### src/rtl/bsu_chan_seq.sv
// Beam steering unit channel selector: decodes a select code to a registered one-hot
// phase-shifter enable, or autonomously scans all channels with a programmable dwell.
module bsu_chan_seq #(
    parameter int unsigned NCH    = 7,
    parameter int unsigned SELW   = 5,
    parameter int unsigned BASE   = 6,
    parameter int unsigned STEP   = 2,
    parameter int unsigned DWELLW = 8
) (
    input  logic                       clk,
    input  logic                       rst_n,
    input  logic                       en,
    input  logic                       mode,
    input  logic [SELW-1:0]            sel,
    input  logic                       sel_vld,
    input  logic [DWELLW-1:0]          dwell,
    input  logic                       start,
    input  logic                       abort,
    output logic [NCH-1:0]             f,
    output logic [$clog2(NCH+1)-1:0]   cur_ch,
    output logic                       busy,
    output logic                       done,
    output logic                       err
);

    localparam int unsigned CHW = $clog2(NCH + 1);

    typedef enum logic [0:0] {StIdle, StScan} state_e;

    state_e            state_q;
    logic [DWELLW-1:0] cnt_q;
    logic [DWELLW-1:0] dwell_q;

    logic [SELW:0]     off;
    logic [31:0]       offw;
    logic [31:0]       quot;
    logic              code_ok;
    logic [DWELLW-1:0] dwell_eff;

    // The extra top bit of off is the borrow of sel - BASE.
    always_comb begin
        off       = {1'b0, sel} - (SELW + 1)'(BASE);
        offw      = 32'(off[SELW-1:0]);
        quot      = offw / STEP;
        code_ok   = !off[SELW] && (offw % STEP == 0) && (quot < NCH);
        dwell_eff = (dwell == '0) ? DWELLW'(1) : dwell;
    end

    always_ff @(posedge clk) begin
        if (!rst_n) begin
            state_q <= StIdle;
            cnt_q   <= '0;
            dwell_q <= '0;
            f       <= '0;
            cur_ch  <= '0;
            busy    <= 1'b0;
            done    <= 1'b0;
            err     <= 1'b0;
        end else begin
            done <= 1'b0;
            err  <= 1'b0;
            if (!en) begin
                state_q <= StIdle;
                cnt_q   <= '0;
                f       <= '0;
                cur_ch  <= '0;
                busy    <= 1'b0;
            end else begin
                unique case (state_q)
                    StIdle: begin
                        if (start && mode && !abort) begin
                            state_q <= StScan;
                            dwell_q <= dwell_eff;
                            cnt_q   <= '0;
                            f       <= NCH'(1);
                            cur_ch  <= CHW'(1);
                            busy    <= 1'b1;
                        end else if (sel_vld) begin
                            if (code_ok) begin
                                f      <= NCH'(1) << quot;
                                cur_ch <= CHW'(quot + 1);
                            end else begin
                                err <= 1'b1;
                            end
                        end
                    end
                    StScan: begin
                        if (abort) begin
                            state_q <= StIdle;
                            cnt_q   <= '0;
                            f       <= '0;
                            cur_ch  <= '0;
                            busy    <= 1'b0;
                        end else if (cnt_q == dwell_q - DWELLW'(1)) begin
                            cnt_q <= '0;
                            if (cur_ch == CHW'(NCH)) begin
                                state_q <= StIdle;
                                f       <= '0;
                                cur_ch  <= '0;
                                busy    <= 1'b0;
                                done    <= 1'b1;
                            end else begin
                                f      <= f << 1;
                                cur_ch <= cur_ch + CHW'(1);
                            end
                        end else begin
                            cnt_q <= cnt_q + DWELLW'(1);
                        end
                    end
                    default: state_q <= StIdle;
                endcase
            end
        end
    end

endmodule
### config.mk
export PLATFORM = sky130hd
export DESIGN_NAME = bsu_chan_seq
export DESIGN_NICKNAME = d
export VERILOG_FILES = /design/src/rtl/bsu_chan_seq.sv
export SDC_FILE = /design/constraint.sdc
export NUM_CORES = 1
export LEC_CHECK = 0
export CAP_MARGIN = 20
export CORE_MARGIN = 5
export CORE_UTILIZATION = 42
export CTS_CLUSTER_SIZE = 40
export DETAILED_ROUTE_END_ITERATION = 8
export GPL_TIMING_DRIVEN = 0
export PLACE_DENSITY = 0.68
export SYNTH_ARGS = -nofsm -noshare
export SYNTH_HDL_FRONTEND = slang
export SYNTH_SLANG_ARGS = --single-unit
export TNS_END_PERCENT = 5
### constraint.sdc
create_clock -name clk -period 2.45 [get_ports clk]
set_input_delay 0.49 -clock clk [delete_from_list [all_inputs] [get_ports clk]]
set_output_delay 0.49 -clock clk [all_outputs]
set_load 0.01 [all_outputs]
==> results_tabular.tex, run 1 <==
\begin{tabular}{lr}
\hline
Metric & Value \\
\hline
\multicolumn{2}{l}{\textbf{Status}} \\
Outcome & completed \\
\multicolumn{2}{l}{\textbf{Synth}} \\
Total number of yosys warnings & 0 \\
Post-synthesis instance area & around 1700 um2 \\
Fraction of the mapped netlist area in simple logic gates & 26.1\% \\
Sequential-to-total area share from yosys stat & around a third \\
Complex-gate fraction of the synthesized area & approximately 17\% \\
Main synth FF type & dfxtp\_1 \\
Count of distinct cell types in the synthesized netlist & 42 \\
Cell types occupying the most area after synthesis & dfxtp\_1 35\%, nand2\_1 8.8\%, mux2i\_1 5.9\% \\
Cell type with the largest total area after synthesis & dfxtp\_1 \\
\#FFs+latches synth & 30 \\
Number of standard cells after synthesis & 212 \\
Nets in the synthesized netlist & between 200 and 250 \\
Portion of netlist area occupied by mux cells & 5.87\% \\
Number of synthesized flops with an enable pin & 0 \\
Post-synthesis area per instance & approximately 8.0 um2 \\
Xor/xnor share of the synthesized area & under 10\% \\
Post-synthesis adder-cell area fraction & under 10\% \\
Area share of the largest cell type after synthesis & a little over a third \\
Share of flip-flops with an asynchronous set or reset after synthesis & 0\% \\
Combinational family with the most area after synthesis & simple AND/OR/NAND/NOR gates \\
\multicolumn{2}{l}{\textbf{Detailed routing}} \\
DR vias/cell & around 5.4 \\
Post-detailed-routing wire length & approximately 4000 um \\
DRC viols & 0 \\
Average wire length per cell after detail routing & approximately 13 um \\
Via count of the routed design & roughly 1600 \\
DRT antenna net count & 0 \\
DR iter-0 viols & around 60 \\
Number of iterations in the first detailed-routing pass & 4 \\
\multicolumn{2}{l}{\textbf{Critical path}} \\
CP cell instances & inv\_1, ha\_1, xor2\_1, o211ai\_1, a211oi\_1, o211ai\_2, a21o\_1, buf\_6, mux2i\_1 \\
Data arrival time of the critical path & approximately 2.4 ns \\
Critical path capture point type & flip-flop \\
Worst r2r path cells & 9 \\
Kind of critical path & reg2reg \\
Capture point of the critical path & f[3] \\
Reg-to-reg critical path endpoint & f[3] \\
Critical Path Start Type & flip-flop \\
Launching point of the worst reg2reg path & dwell\_q[0] \\
Delay of the slowest critical-path stage & $\sim$0.44 ns \\
Cell at the slowest stage of the critical path & dfxtp\_1 \\
Maximum fanout along the worst path & 10 \\
Launching instance or port of the critical path & dwell\_q[0] \\
WP data required & between 2 and 3 ns \\
Setup slack on the worst flop-to-flop path & approximately 0.20 ns \\
\multicolumn{2}{l}{\textbf{Cells and area}} \\
Proportion of layout cells with a drive suffix above 1 & under 10\% \\
Number of antenna repair diodes & 0 \\
Post-layout nets & 274 \\
Count of placed standard cells in the final layout, fillers left out & 300 \\
\# fillers & around 380 \\
Area added between synthesis and finish & 29.9\% \\
Multi-input combinational cell area & $\sim$1000 um2 \\
Register cell area after layout & approximately 600 um2 \\
Final cell utilization of the core & 55.8\% \\
\multicolumn{2}{l}{\textbf{GRT}} \\
Wire length of the first global-routing pass & between 6000 and 7000 um \\
Remaining global-route overflow & 0 \\
Overall fraction of global-route tracks in use & 16.5\% \\
Number of antenna violations at the first check in global routing & 0 \\
Number of global-route vias before repair & between 1500 and 2000 \\
Maximum number of pins on one net before global-route repair & 11 \\
\multicolumn{2}{l}{\textbf{Placed design}} \\
DP HPWL & between 3000 and 4000 um \\
Cell count after placement & a little under 300 \\
Buffers added on ports & 30 \\
Last weighted congestion value of the routability-driven placer & 0.811 \\
Worst slack at placement & -0.0643 ns \\
\multicolumn{2}{l}{\textbf{STA}} \\
Hold Violations, Final & 0 \\
Setup Viol. Count Final & 0 \\
Final worst-path cycle share & $\sim$90\% \\
Remaining max-slew budget at the tightest pin & $\sim$67\% \\
Final slew viol count & 0 \\
Fmax & 445 MHz \\
Transition time at the pin with the least slew margin & a little under 0.5 ns \\
Min Tclk post-route & approximately 2.2 ns \\
Total negative slack & 0 ns \\
PnR worst setup slack & 0.204 ns \\
Final worst clock skew & around 0.0077 ns \\
WHS & between 0.4 and 0.5 ns \\
Unrepaired setup endpoints after global routing & no \\
\multicolumn{2}{l}{\textbf{Clock tree}} \\
Clock edge transition at the registers on the reported setup and hold paths & about 0.07 ns \\
Setup fix buffers added after clock tree synthesis & 0 \\
CTS tree & built \\
Master cell of the clock root buffer & clkbuf\_8 \\
Level count of the clock H-tree & 2 \\
Worst-skew pair later-pin latency & around 0.28 ns \\
Max Root-Sink Buffers & 2 \\
Total CTS buffers & 5 \\
Count of clock tree sinks & 30 \\
\multicolumn{2}{l}{\textbf{Power and ir drop}} \\
Leakage power & 0.833 nW \\
Ratio of total power to cell area & about 570 nW/um2 \\
Peak VDD IR & about 0.30 mV \\
\multicolumn{2}{l}{\textbf{Floorplan}} \\
Num rows & 23 \\
Vertical die dimension & about 74 um \\
Total Die Area & between 5000 and 6000 um2 \\
Starting density of the core & approximately 43\% \\
Die outline width & around 74 um \\
Area of the core & 3970 um2 \\
Top-level I/O count & 33 \\
\multicolumn{2}{l}{\textbf{Min path}} \\
Worst hold path class & reg2reg \\
Hold\_sp & f[6] \\
\multicolumn{2}{l}{\textbf{Job}} \\
Number of max-cap violations & 0 \\
\hline
\end{tabular}
==> what timing repair did <==
action	CTS	global route
endpoints found under the setup margin	0	6
hold buffers	0	0
gates resized for setup	0	1
hold endpoints to repair	0	0
==> stage by stage <==
stage	total power [W]	instance area [um2]
6_report	0.00126	2210
5_1_grt	0.00132	2210
4_1_cts	0.00127	2210
3_5_place_dp	0.000649	2070
3_3_place_gp	0.000649	2070
2_1_floorplan	0.000590	1710
==> layout by cell type, fill, tap and decap left out, types with 2 or more instances in the layout <==
master,instances
a32o_1,3
clkbuf_8,6
ha_1,5
a21oi_1,4
mux2i_1,10
bufinv_16,2
nand3_1,8
nand4_1,5
dfxtp_1,30
clkdlybuf4s50_1,30
nor2b_1,2
nand2_1,40
and2_1,2
nor3_1,4
o21ai_0,7
o31ai_1,2
xor2_1,7
clkbuf_1,6
nand3b_1,2
nor2_1,22
a21boi_0,7
nand2b_1,2
xnor2_1,8
a22o_1,3
inv_1,9
nand4b_1,2
nor4_1,3
==> cells by family after synthesis <==
| logic type | after synthesis |
|---|---|
| xor gates and xnor gates | 15 |
| and+or+nand+nor | 96 |
| adders and majority gates | 5 |
| muxes | 10 |
| DFF | 30 |
| buffers and inverters | 16 |
| AOI/OAI and AO/OA | 40 |
==> registers in the layout, summed over array words and instances, names as in the netlist <==
signal	count
cur_ch	3
done	1
cnt_q	8
f	7
dwell_q	8
state_q	1
busy	1
err	1
==> final cells by class <==
class / instances / area share, %
Multi-Input combinational cell: 166 / 47.0
Tap cell: 50 / 2.82
Buffer: 7 / 1.53
Inverter: 9 / 1.53
Clock buffer: 6 / 3.73
Timing Repair Buffer: 30 / 13.6
Clock inverter: 2 / 2.71
Sequential cell: 30 / 27.1
==> how the worst min path moves through the flow <==
stage / to / slack [ns] / depth (start not counted)
after floorplan: dwell_q[7] / 0.46 / 2
after global placement: f[6] / 0.45 / 2
after detailed placement: f[6] / 0.46 / 2
after CTS: f[6] / 0.48 / 2
after global routing: f[6] / 0.51 / 2
final: f[6] / 0.47 / 2
==> metal layers <==
metal	global-route usage (%)	wire length [um]	part of all wire, %
met4	6.04	60	1.5
met5	0	0	0
met3	4.65	128	3.2
met2	28.1	1960	48
met1	19.7	1890	47
==> worst max-delay path: cells and delay by family (launching register included) <==
kind            cells  cell delay [ns]
compound gates      4             0.87
xor+xnor            1             0.14
fa+ha+maj           1             0.31
flops               1             0.44
mux                 1             0.12
buf+inv             2             0.24
==> Yosys cell counts, types with 4 or more instances <==
cell / n
nand4_1: 5
a21oi_1: 5
nor3_1: 4
dfxtp_1: 30
nand3_1: 8
inv_1: 9
nand2_1: 40
mux2i_1: 10
ha_1: 5
o21ai_0: 7
clkbuf_1: 6
xor2_1: 7
xnor2_1: 8
a21boi_0: 7
nor2_1: 22
==> power breakdown <==
group	internal, W	switching, W	total (W)
clock	0.000434	0.000191	0.000625
sequential	0.000494	0.00000758	0.000502
combinational	0.0000674	0.0000690	0.000136
total	0.000996	0.000268	0.00126
Power figures use the tool's default switching activity.
==> run 2, diff against run 1 <==
--- a/config.mk
+++ b/config.mk
@@ -12,6 +12,7 @@
 export DETAILED_ROUTE_END_ITERATION = 8
 export GPL_TIMING_DRIVEN = 0
 export PLACE_DENSITY = 0.68
+export SLEW_MARGIN = 10
 export SYNTH_ARGS = -nofsm -noshare
 export SYNTH_HDL_FRONTEND = slang
 export SYNTH_SLANG_ARGS = --single-unit
==> constraint.sdc (replaced) <==
create_clock -name clk -period 2.8 [get_ports clk]
set_input_delay 0.56 -clock clk [delete_from_list [all_inputs] [get_ports clk]]
set_output_delay 0.56 -clock clk [all_outputs]
set_load 0.01 [all_outputs]
==> results_tabular.tex, run 2 (synthesis results as in run 1) <==
\begin{tabular}{lr}
\hline
Metric & Value \\
\hline
\multicolumn{2}{l}{\textbf{Cells and area}} \\
Leading cell type in the layout, fill and taps excluded & nand2\_1 \\
Register cell area after layout & $\sim$600 um2 \\
Most frequent cells in the layout & 40 x nand2\_1, 30 x dfxtp\_1, 30 x clkdlybuf4s50\_1, 22 x nor2\_1, 10 x mux2i\_1 \\
Biggest regs & cnt\_q: 8 flops, dwell\_q: 8 flops, f: 7 flops \\
Number of antenna repair diodes & 0 \\
\# fillers & 380 \\
Proportion of layout cells with a drive suffix above 1 & under 10\% \\
Multi-input combinational cell area & roughly 1000 um2 \\
Post-layout nets & 274 \\
Area added between synthesis and finish & 29.6\% \\
\multicolumn{2}{l}{\textbf{Clock tree}} \\
Total CTS buffers & 5 \\
Worst-skew pair later-pin latency & about 0.28 ns \\
CTS tree & built \\
Count of clock tree sinks & 30 \\
Level count of the clock H-tree & 2 \\
Setup fix buffers added after clock tree synthesis & 0 \\
Clock edge transition at the registers on the reported setup and hold paths & around 0.070 ns \\
Hold bufs inserted after CTS & 0 \\
Post-cts gate resize count & 0 \\
Max Root-Sink Buffers & 2 \\
Master cell of the clock root buffer & clkbuf\_8 \\
\multicolumn{2}{l}{\textbf{Critical path}} \\
Data arrival time of the critical path & 2.46 ns \\
Maximum fanout along the worst path & 6 \\
Critical path capture point type & flip-flop \\
Critical Path Start Type & flip-flop \\
WP data required & between 2 and 3 ns \\
Kind of critical path & reg2reg \\
\multicolumn{2}{l}{\textbf{Status}} \\
Outcome & completed \\
\multicolumn{2}{l}{\textbf{STA}} \\
Total negative slack & 0 ns \\
Unrepaired setup endpoints after global routing & no \\
Final worst-path cycle share & 82.5\% \\
Final worst clock skew & approximately 0.0077 ns \\
Min Tclk post-route & 2.31 ns \\
Remaining max-slew budget at the tightest pin & roughly two thirds \\
Fmax & approximately 430 MHz \\
Transition time at the pin with the least slew margin & between 0.4 and 0.5 ns \\
Final slew viol count & 0 \\
Setup Viol. Count Final & 0 \\
PnR worst setup slack & just under 0.5 ns \\
Hold Violations, Final & 0 \\
\multicolumn{2}{l}{\textbf{GRT}} \\
Wire length of the first global-routing pass & around 7000 um \\
Maximum number of pins on one net before global-route repair & 11 \\
Remaining global-route overflow & 0 \\
Number of global-route vias before repair & 1582 \\
Number of antenna violations at the first check in global routing & 0 \\
Overall fraction of global-route tracks in use & between 10\% and 20\% \\
\multicolumn{2}{l}{\textbf{Floorplan}} \\
Top-level I/O count & 33 \\
Num rows & 23 \\
Die outline width & between 70 and 80 um \\
Area of the core & approximately 4000 um2 \\
Total Die Area & around 5400 um2 \\
Starting density of the core & between 40\% and 50\% \\
Vertical die dimension & 73.7 um \\
\multicolumn{2}{l}{\textbf{Detailed routing}} \\
DR vias/cell & between 5 and 6 \\
DRC viols & 0 \\
DRT antenna net count & 0 \\
Average wire length per cell after detail routing & between 10 and 15 um \\
Via count of the routed design & $\sim$1600 \\
DR iter-0 viols & 63 \\
Post-detailed-routing wire length & 4040 um \\
Number of iterations in the first detailed-routing pass & 4 \\
\multicolumn{2}{l}{\textbf{Power and ir drop}} \\
Fraction of power consumed by combinational cells & about 11\% \\
Ratio of total power to cell area & between 400 and 500 nW/um2 \\
Net switching power of the design & 0.000234 W \\
Switching part of the total power & roughly a fifth \\
Part of the total power dissipated in sequential elements & about two fifths \\
Peak VDD IR & $\sim$0.26 mV \\
Clock group share of total power & about 50\% \\
Internal power & $\sim$0.00087 W \\
Leakage power & 0.832 nW \\
\multicolumn{2}{l}{\textbf{Job}} \\
Number of max-cap violations & 0 \\
\multicolumn{2}{l}{\textbf{Placed design}} \\
Worst slack at placement & 0.216 ns \\
Buffers added on ports & 30 \\
Last weighted congestion value of the routability-driven placer & a little over 0.8 \\
DP HPWL & 3040 um \\
\multicolumn{2}{l}{\textbf{Min path}} \\
Worst hold path class & reg2reg \\
\hline
\end{tabular}
[run 2: path summary, 6_finish.rpt]
| path | start | to | cells past startpoint | slack, ns |
|---|---|---|---|---|
| min | f[6] | f[6] | 2 | 0.47 |
| max | dwell_q[0] | cnt_q[5] | 8 | 0.49 |
| max reg2reg | dwell_q[0] | cnt_q[5] | 8 | 0.49 |
| min reg2reg | f[6] | f[6] | 2 | 0.47 |
[run 2: layout make-up]
cell class,count,share of cell area [%]
flip-flops and latches,30,27.2
clock buffers,6,3.74
plain buffers,7,1.53
repair buffers,30,13.6
well taps,50,2.83
clock inverters,2,2.72
inverters,9,1.53
multi-input cells,166,46.9
[run 2: per-stage QoR]
stage	cells	total power, W	area, um2	hold slack (ns)	utilization, %
final	300	0.00110	2210	0.466	55.7
after global routing	300	0.00115	2210	0.510	55.7
after CTS	300	0.00111	2210	0.475	55.7
after detailed placement	292	0.000568	2070	0.459	52.1
after global placement	292	0.000568	2070	0.455	52.1
after floorplan	212	0.000516	1710	0.456	-
[run 2: power groups by stage]
stage               clock network [W]   logic, W  registers, W
floorplan                           0  0.0000676      0.000449
global placement                    0   0.000119      0.000449
detailed placement                  0   0.000119      0.000449
CTS                          0.000555   0.000120      0.000439
global route                 0.000583   0.000132      0.000440
finish                       0.000546   0.000119      0.000439
[run 2: per-layer routing]
metal / share of wire, % / track usage, % / up-vias / wire (um)
met2: 49 / 28.1 / 25 / 1960
li1: - / - / 820 / -
met4: 1.5 / 6.04 / 0 / 60
met3: 3.1 / 4.65 / 7 / 127
met5: 0 / 0 / - / 0
met1: 47 / 19.7 / 758 / 1890
[run 2: worst max-delay path: stages, from the launching register on]
cell      delay (ns)
dfxtp_1         0.44
inv_1           0.09
ha_1            0.31
xor2_1          0.14
o211ai_1        0.10
a211oi_1        0.30
o211ai_2        0.23
a21oi_1         0.45
nor2_1          0.10
